[src/rtl/tick_uart_tx.sv]
// Tick-paced UART transmitter: start bit, DATA_W data bits LSB first, optional parity, STOP_BITS stop bits.
// Define PARITY_EN to add one parity bit per frame (polarity from PARITY_ODD).
module tick_uart_tx #(
  parameter int DATA_W     = 8,
  parameter int STOP_BITS  = 1,
  parameter int PARITY_ODD = 0
) (
  input  logic              clk,
  input  logic              reset,
  input  logic              tick,
  input  logic [DATA_W-1:0] in_data,
  input  logic              in_valid,
  output logic              in_ready,
  output logic              tx,
  output logic              busy
);

  localparam int IDX_W = $clog2(DATA_W);
  localparam logic [IDX_W-1:0] LAST_IDX = IDX_W'(DATA_W - 1);
  localparam logic STOP_LAST = 1'(STOP_BITS - 1);

  localparam logic [2:0] IDLE   = 3'd0;
  localparam logic [2:0] ARM    = 3'd1;
  localparam logic [2:0] START  = 3'd2;
  localparam logic [2:0] DATA   = 3'd3;
  localparam logic [2:0] PARITY = 3'd4;
  localparam logic [2:0] STOP   = 3'd5;

  // Elaboration-time guards on the supported parameter ranges.
  if (DATA_W < 5 || DATA_W > 9) begin : g_bad_width
    $error("tick_uart_tx: DATA_W must be 5..9");
  end
  if (STOP_BITS < 1 || STOP_BITS > 2) begin : g_bad_stop
    $error("tick_uart_tx: STOP_BITS must be 1 or 2");
  end
  if (PARITY_ODD < 0 || PARITY_ODD > 1) begin : g_bad_parity
    $error("tick_uart_tx: PARITY_ODD must be 0 or 1");
  end

  logic [2:0]        state_reg, state_next;
  logic [DATA_W-1:0] shift_reg, shift_next;
  logic [IDX_W-1:0]  idx_reg, idx_next;
  logic              stop_reg, stop_next;
  logic              tx_reg, tx_next;
  logic              busy_reg, busy_next;
`ifdef PARITY_EN
  // Untouched copy of the accepted word; the shift register is consumed bit by bit.
  logic [DATA_W-1:0] word_reg, word_next;
`endif

  always_comb begin
    state_next = state_reg;
    shift_next = shift_reg;
    idx_next   = idx_reg;
    stop_next  = stop_reg;
    tx_next    = tx_reg;
`ifdef PARITY_EN
    word_next  = word_reg;
`endif
    case (state_reg)
      IDLE: begin
        tx_next = 1'b1;
        if (in_valid) begin
          shift_next = in_data;
`ifdef PARITY_EN
          word_next  = in_data;
`endif
          state_next = ARM;
        end
      end
      ARM: begin
        if (tick) begin
          state_next = START;
          tx_next    = 1'b0;
        end
      end
      START: begin
        if (tick) begin
          state_next = DATA;
          tx_next    = shift_reg[0];
          idx_next   = '0;
        end
      end
      DATA: begin
        if (tick) begin
          if (idx_reg == LAST_IDX) begin
`ifdef PARITY_EN
            state_next = PARITY;
            tx_next    = (^word_reg) ^ 1'(PARITY_ODD);
`else
            state_next = STOP;
            tx_next    = 1'b1;
            stop_next  = 1'b0;
`endif
          end else begin
            shift_next = shift_reg >> 1;
            tx_next    = shift_reg[1];
            idx_next   = idx_reg + 1'b1;
          end
        end
      end
`ifdef PARITY_EN
      PARITY: begin
        if (tick) begin
          state_next = STOP;
          tx_next    = 1'b1;
          stop_next  = 1'b0;
        end
      end
`endif
      STOP: begin
        tx_next = 1'b1;
        if (tick) begin
          if (stop_reg == STOP_LAST) begin
            state_next = IDLE;
          end else begin
            stop_next = 1'b1;
          end
        end
      end
      default: begin
        state_next = IDLE;
        tx_next    = 1'b1;
      end
    endcase
    busy_next = (state_next != IDLE);
  end

  always_ff @(posedge clk) begin
    if (reset) begin
      state_reg <= IDLE;
      shift_reg <= '0;
      idx_reg   <= '0;
      stop_reg  <= 1'b0;
      tx_reg    <= 1'b1;
      busy_reg  <= 1'b0;
`ifdef PARITY_EN
      word_reg  <= '0;
`endif
    end else begin
      state_reg <= state_next;
      shift_reg <= shift_next;
      idx_reg   <= idx_next;
      stop_reg  <= stop_next;
      tx_reg    <= tx_next;
      busy_reg  <= busy_next;
`ifdef PARITY_EN
      word_reg  <= word_next;
`endif
    end
  end

  assign in_ready = (state_reg == IDLE);
  assign tx       = tx_reg;
  assign busy     = busy_reg;

endmodule

[config.mk]
export PLATFORM = sky130hd
export DESIGN_NAME = tick_uart_tx
export DESIGN_NICKNAME = d
export VERILOG_FILES = /design/src/rtl/tick_uart_tx.sv
export SDC_FILE = /design/constraint.sdc
export NUM_CORES = 1
export LEC_CHECK = 0
export CORE_MARGIN = 3
export CORE_UTILIZATION = 45
export DETAILED_ROUTE_END_ITERATION = 6
export GPL_ROUTABILITY_DRIVEN = 0
export HOLD_SLACK_MARGIN = 0.02
export PLACE_DENSITY = 0.7
export SLEW_MARGIN = 15
export SYNTH_ARGS = -nofsm -noshare
export SYNTH_HDL_FRONTEND = slang
export SYNTH_SLANG_ARGS = --single-unit
[constraint.sdc]
create_clock -name clk -period 4.2 [get_ports clk]
set_input_delay 0.42 -clock clk [delete_from_list [all_inputs] [get_ports clk]]
set_output_delay 0.42 -clock clk [all_outputs]
set_load 0.005 [all_outputs]
* After elaboration in Yosys (flattened, before gate mapping)
Cells that the tools add are included.
** Word-level totals
- Output and inout bits :: 3
- Input bits :: 12
- Word-level logic and storage cells :: 54
- Register bits after elaboration :: 17
** Cells by class
- Equality and inequality tests :: 12
- Multiplexer cells :: 26
- Reduce and logical (&&, ||, !) cells :: 9
- Add/sub/neg operators :: 1
** Operator list (number)
- 2-to-1 mux 3 bit :: 10
- 2-to-1 mux 8 bit :: 3
- one-hot mux 8 bit (2 select lines) :: 1
- one-hot mux 3 bit (5 select lines) :: 1
- inequality test 2 bit, second input constant :: 7
- AND reduction 4 bit :: 3
- 2-to-1 mux 1 bit :: 8
- == test 3 x 2 -> 1 bit, second input constant :: 2
- == test 3 bit, second input constant :: 2
- one-hot mux 3 bit (2 select lines) :: 1
- nonzero test 2 bit :: 3
- adder 3 x 1 -> 3 bit, second input constant :: 1
- == test 3 x 1 -> 1 bit, second input constant :: 1
- logical NOT 3 bit :: 1
- one-hot mux 1 bit (3 select lines) :: 1
- AND reduction 3 bit :: 1
- nonzero test 3 bit :: 1
- one-hot mux 1 bit (2 select lines) :: 1

* Logic depth before layout (Yosys ltp)
Gate-level depths: netlist of run 1.
- Depth after elaboration :: 5
- Depth in mapped cells :: 6
- Mapped depth without buffers :: 5

* Worst setup path after synthesis of run 1
No wires, ideal clock.
- Path type :: register to register
- Start :: register idx_reg[0]
- End :: register shift_reg[1]
- Buffers on the path :: 1
- Path slack :: 2.676 ns
- Arrival :: 1.433 ns
- Stages on the path, launching flop included :: 7
- Setup time :: 0.091 ns
- Clock period less this slack :: 1.524 ns
- Required time :: 4.109 ns
- Path through :: dfxtp_1 > ha_1 > ha_1 > and4b_1 > buf_2 > a211oi_1 > a311oi_1
** Between the ends
- Word-level cells in the longest chain between the ends :: 3
** RTL lines
- from (decl) :: line 42 : logic [IDX_W-1:0] idx_reg, idx_next;
- from (signal assigned) :: line 143 : idx_reg <= idx_next;
- == test 3 bit :: line 86 : if (idx_reg == LAST_IDX) begin
- inequality test 2 bit (no source line)
- AND reduction 4 bit (no source line)
- to (signal assigned) :: line 142 : shift_reg <= shift_next;
- to (decl) :: line 41 : logic [DATA_W-1:0] shift_reg, shift_next;
No other way between the ends.
A chain may end at the register's enable or synchronous reset.

* Final worst setup path of run 1
- Start :: register state_reg[0]
- End :: output in_ready
** Between the ends
- Word-level cells in the longest chain between the ends :: 1
** RTL lines
- from (decl) :: line 40 : logic [2:0] state_reg, state_next;
- from (signal assigned) :: line 141 : state_reg <= state_next;
- logical NOT 3 bit :: line 153 : assign in_ready = (state_reg == IDLE);
- to (decl) :: line 13 : output logic in_ready,
No other way between the ends.

==> impl_metrics.ini, run 1 <==
[cts]
path_clk_slew_ns = 0.08
clk_path_buf_depth = 2
post-cts-setup-buffers = 0
cts_tree = built
cts_max_level = 1
cts_buffers = 3
cts_sinks = 16
hold_buffers = 0
clkLatencyLatePin_ns = 0.28
clock-root-buffer = clkbuf_4
cts_resized = 0

[sta]
drv_slew = 0
worst_slew_pin_slew_ns = 0.6640
period_share = 0.4978
skew_ns = 0.005936
whs_ns = 0.4834
period_minus_slack_ns = 2.091
finalHoldViolations = 0
slew_headroom = 0.5567
rsz0062_at_grt = false
setup_viol = 0
fin_tns_setup_ns = 0
fmax_ghz = 0.4783

[power]
swShare = 0.2647
p_clk_frac = 0.250
internal-power_uw = 229.8
p_sw_uw = 82.71
p_seq_frac = 0.565
p_per_area_mw_per_mm2 = 320.6
power_frac_comb = 0.185
leakagePower_uw = 0.0003496
peakVddDrop_mv = 0.2004

[logic_synthesis]
synthTopCellsByArea = dfxtp_1 (38%), a211oi_1 (8.1%), a311oi_1 (6.3%), nand3_1 (4.8%), ha_1 (3.0%)
synth-compound-area-share = 0.2508
postSynthCellCount = 93
ys.flop_type = dfxtp_1
synth-seq-cells = 16
synth_seq_area_share = 0.3844
yosysMostFrequentCell = dfxtp_1
synth_commonest_cells = dfxtp_1 (16), a211oi_1 (9), nand3_1 (8)
yosysTopAreaCellShare = 0.3844
syn_nets = 107
synth.avg_cell_area_um2 = 8.960
synth_edf_count = 0
synthAdderAreaFrac = 0.03003
netlist_area_um2 = 833.3
synth_top_area_cell = dfxtp_1
synth-simple-area-share = 0.2523
yosys.cell_types.count = 34
async_flop_share = 0
synth-xor-area-share = 0
synth_mux_area_frac = 0.01201
synth_top_family_by_area = simple AND/OR/NAND/NOR gates
yosys_warnings = 0

[placement]
place_area_um2 = 952.2
place_hpwl_mm = 1.240
portBuffers = 14

[critical_path]
crit_type = flip-flop to output pin
critical_path_buf_inv_count = 1
cp_top_family = buffers and inverters
start_kind = flip-flop
crit_slowest_cell = clkdlybuf4s50_1
critPathMaxFanout = 20
crit_chain = nor3_1, clkdlybuf4s50_1
arrival_ns = 1.67
required_ns = 3.78
slowest_delay_ns = 0.55
worst_setup_path_end_kind = output pin

[detailed_routing]
dr_total_vias = 711
top_layer_used = met4
met1_length_um = 909
vias_per_cell = 5.688
antenna_left = 0
drt_first_pass_iters = 4
drt_wl_total_mm = 1.759
drtIter0Drc = 12
wl_met2_um = 763
wl_per_cell_um = 14.07
drc = 0
met3_length_um = 76

[die]
initial_utilization = 0.5115
die_area_mm2 = 0.002404
boundaryPins = 15
core_area_mm2 = 0.001629
die_h_um = 49.03
num_rows = 14
die_w_um = 49.03

[final_layout]
antenna_cells = 0
drive_gt1_frac = 0.05941
finalInstanceArea_um2 = 974.7
largest_reg_flops = 8
syn2layout_area_growth_pct = 16.97
nNetsFinal = 117
fillers = 148

[run]
drv_cap = 0

[grt]
antenna_found_initial = 0
grt_pass1_wl_mm = 2.925
grt_max_degree = 21
grt_pass1_vias = 623
grt_usage = 0.1550
grt_overflow_total = 0

[worst_hold_path]
hold_path_class = flip-flop to flip-flop

[outcome]
run_status = finished, final reports clean
==> worst paths after layout <==
kind,slack [ns],endpoint,cells after the start,startpoint
worst max-delay path,2.11,in_ready,2,state_reg[0]
worst min-delay path,0.48,idx_reg[1],2,idx_reg[1]
worst max register to register,2.29,shift_reg[2],3,state_reg[0]
worst min register to register,0.48,idx_reg[1],2,idx_reg[1]
==> cells in the final DEF (no fill, tap or decap), types with 3 or more instances in the layout <==
cell,Yosys,routed
nand3_1,8,8
nand2b_1,3,3
nand2_1,6,6
nor2_1,5,5
dfxtp_1,16,16
a21oi_1,3,3
a311oi_1,6,6
o21ai_0,3,3
clkbuf_4,0,3
clkdlybuf4s50_1,0,14
a211oi_1,9,9
==> worst min-delay path: stages (launching register included) <==
cell     delay [ns]
dfxtp_1        0.32
o21ai_0        0.06
a21oi_1        0.06
==> cells by family (layout without fill, tap and decap cells) <==
group	count (synthesis)	after routing
and+or+nand+nor	35	35
DFF	16	16
buffers and inverters	11	19
adders and majority gates	2	2
muxes	1	1
AOI/OAI and AO/OA	28	28
==> stage by stage <==
stage | setup WS, ns | std cells | total power [uW] | util
after floorplan | 2.676 | 93 | 215.4 | -
after global placement | 2.139 | 122 | 237.8 | 0.5845
after detailed placement | 2.083 | 122 | 237.5 | 0.5845
after CTS | 2.095 | 125 | 314.8 | 0.5983
after global routing | 1.947 | 125 | 331.3 | 0.5983
final | 2.109 | 125 | 312.5 | 0.5983
==> area by class of cell <==
class | instances | area, um^2 | area share
inverters | 2 | 7.507 | 0.007702
clock buffers | 3 | 22.52 | 0.02311
repair buffers | 14 | 140.1 | 0.1438
flip-flops and latches | 16 | 320.3 | 0.3286
multi-input cells | 66 | 454.2 | 0.4660
well taps | 24 | 30.03 | 0.03081
==> layer usage <==
| metal | vias to the layer above | global-route usage |
|---|---|---|
| li1 | 375 | - |
| met3 | 2 | 0.05505 |
| met2 | 18 | 0.2308 |
| met4 | 0 | 0.04265 |
| met1 | 316 | 0.2096 |
| met5 | - | 0 |
==> power by group through the flow <==
stage	clock, uW	sequential, uW	combinational [uW]
2_1_floorplan	0	172	43.4
3_3_place_gp	0	180	57.8
3_5_place_dp	0	179	58.0
4_1_cts	80.2	176	58.3
5_1_grt	88.6	179	64.1
6_report	78.2	176	57.8
Note: power is estimated with default switching activity, not from simulation.
==> run 2, diff against run 1 <==
Settings changed: PLACE_DENSITY 0.7 to 0.73.
Clock period 4.2 ns to 1.68 ns, I/O delays scaled along.
==> impl_metrics.ini, run 2 (synthesis gave the netlist of run 1 again) <==
[cts]
clk_path_buf_depth = 2
cts_sinks = 16
clkLatencyLatePin_ns = 0.29
cts_tree = built
cts_max_level = 1
clock-root-buffer = clkbuf_4
path_clk_slew_ns = 0.09
cts_buffers = 3

[outcome]
run_status = finished, final reports clean

[critical_path]
arrival_ns = 1.81
critPathMaxFanout = 6
rr_worst_depth = 6
worst_setup_path_end_kind = flip-flop
crit_type = flip-flop to flip-flop
startpoint = idx_reg[0]
reg2reg_from = idx_reg[0]
required_ns = 1.88
start_kind = flip-flop

[final_layout]
finalInstanceArea_mm2 = 0.001107
syn2layout_area_growth_pct = 32.88
largest_reg_flops = 8
finalNonFillerCells = 134
final_common_cell = clkdlybuf4s50_1
drive_gt1_frac = 0.2364
final_cell_mix = clkdlybuf4s50_1 (14), dfxtp_1 (13), nand3_1 (8)
antenna_cells = 0
nNetsFinal = 125

[detailed_routing]
drc = 0
drtIter0Drc = 30
wl_per_cell_um = 14.61
drt_first_pass_iters = 4
dr_total_vias = 813
drt_wl_total_mm = 1.958
antenna_left = 0
vias_per_cell = 6.067

[sta]
fmax_ghz = 0.6219
setup_viol = 0
drv_slew = 0
worst_slew_pin_slew_ns = 0.3917
finalHoldViolations = 0
period_minus_slack_ns = 1.608
period_share = 0.9571
skew_ns = 0.001558
slew_headroom = 0.7385

[die]
die_area_mm2 = 0.002404
initial_utilization = 0.5115
boundaryPins = 15
die_w_um = 49.03
core_area_mm2 = 0.001629
die_h_um = 49.03
num_rows = 14

[power]
peakVddDrop_mv = 0.6436
internal-power_uw = 643.8
swShare = 0.2632
p_seq_frac = 0.508
power_frac_comb = 0.202
p_per_area_mw_per_mm2 = 789.2
p_clk_frac = 0.290
leakagePower_uw = 0.0004056
p_sw_uw = 230.0

[worst_hold_path]
hold_path_class = flip-flop to flip-flop
hp-start = idx_reg[0]
whs_path_depth = 1

[placement]
place_hpwl_mm = 1.362
portBuffers = 14
place_area_mm2 = 0.001012
placed_cells = 130

[grt]
grt_max_degree = 16
grt_pass1_vias = 762
grt_overflow_total = 0
antenna_found_initial = 0
grt_usage = 0.1784
grt_pass1_wl_mm = 3.394

[run]
drv_cap = 0
==> run 2: layout make-up <==
cell class | instances | area (um^2)
Fill cell | 127 | 521.8
Multi-Input combinational cell | 66 | 503.0
Sequential cell | 16 | 326.6
Timing Repair Buffer | 22 | 203.9
Clock buffer | 4 | 36.28
Tap cell | 24 | 30.03
Inverter | 2 | 7.507
==> run 2: final timing paths <==
check                  to  slack (ns)
max          shift_reg[2]        0.07
min            idx_reg[0]        0.46
max reg2reg  shift_reg[2]        0.07
min reg2reg    idx_reg[0]        0.46
==> run 2: metrics by stage <==
step	worst slack [ns]	hold WS (ns)	TNS, ns	util	power, uW
floorplan	0.1563	0.2401	0	-	538.5
global placement	0.02051	0.4570	0	0.6214	608.1
detailed placement	0.02160	0.4892	0	0.6214	609.7
CTS	0.02112	0.4463	0	0.6482	867.6
global route	-0.005105	0.4740	-0.006282	0.6797	917.1
finish	0.07203	0.4578	0	0.6797	873.8
==> run 2: worst max-delay path, cell delays in order, from the launching register on <==
cell and delay, ns:
dfxtp_2 0.34, ha_1 0.23, ha_4 0.18, and4b_2 0.31, buf_6 0.13, a211oi_1 0.07, a311oi_1 0.26
==> run 2: layer usage <==
metal	routed length, um	GRT usage	part of all wire
met1	923	0.2491	0.47
met2	902	0.2602	0.46
met3	110	0.03670	0.056
met4	22	0.08057	0.011
met5	0	0	0
==> run 2: power groups by stage <==
stage / Sequential (uW) / Combinational, uW / Clock (uW)
CTS: 441 / 164 / 263
detailed placement: 448 / 162 / 0
finish: 444 / 176 / 254
global placement: 447 / 161 / 0
global route: 448 / 192 / 276
floorplan: 430 / 109 / 0
==> run 2: what timing repair did <==
| action | 4_1_cts | 5_1_grt |
|---|---|---|
| pin swaps | 1 | 3 |
| setup buffers | 0 | 0 |
| endpoints found under the setup margin | 2 | 10 |
| endpoints found under the hold margin | 0 | 0 |
| gates cloned | 0 | 0 |
| hold buffers | 0 | 0 |
| resized for setup | 3 | 12 |
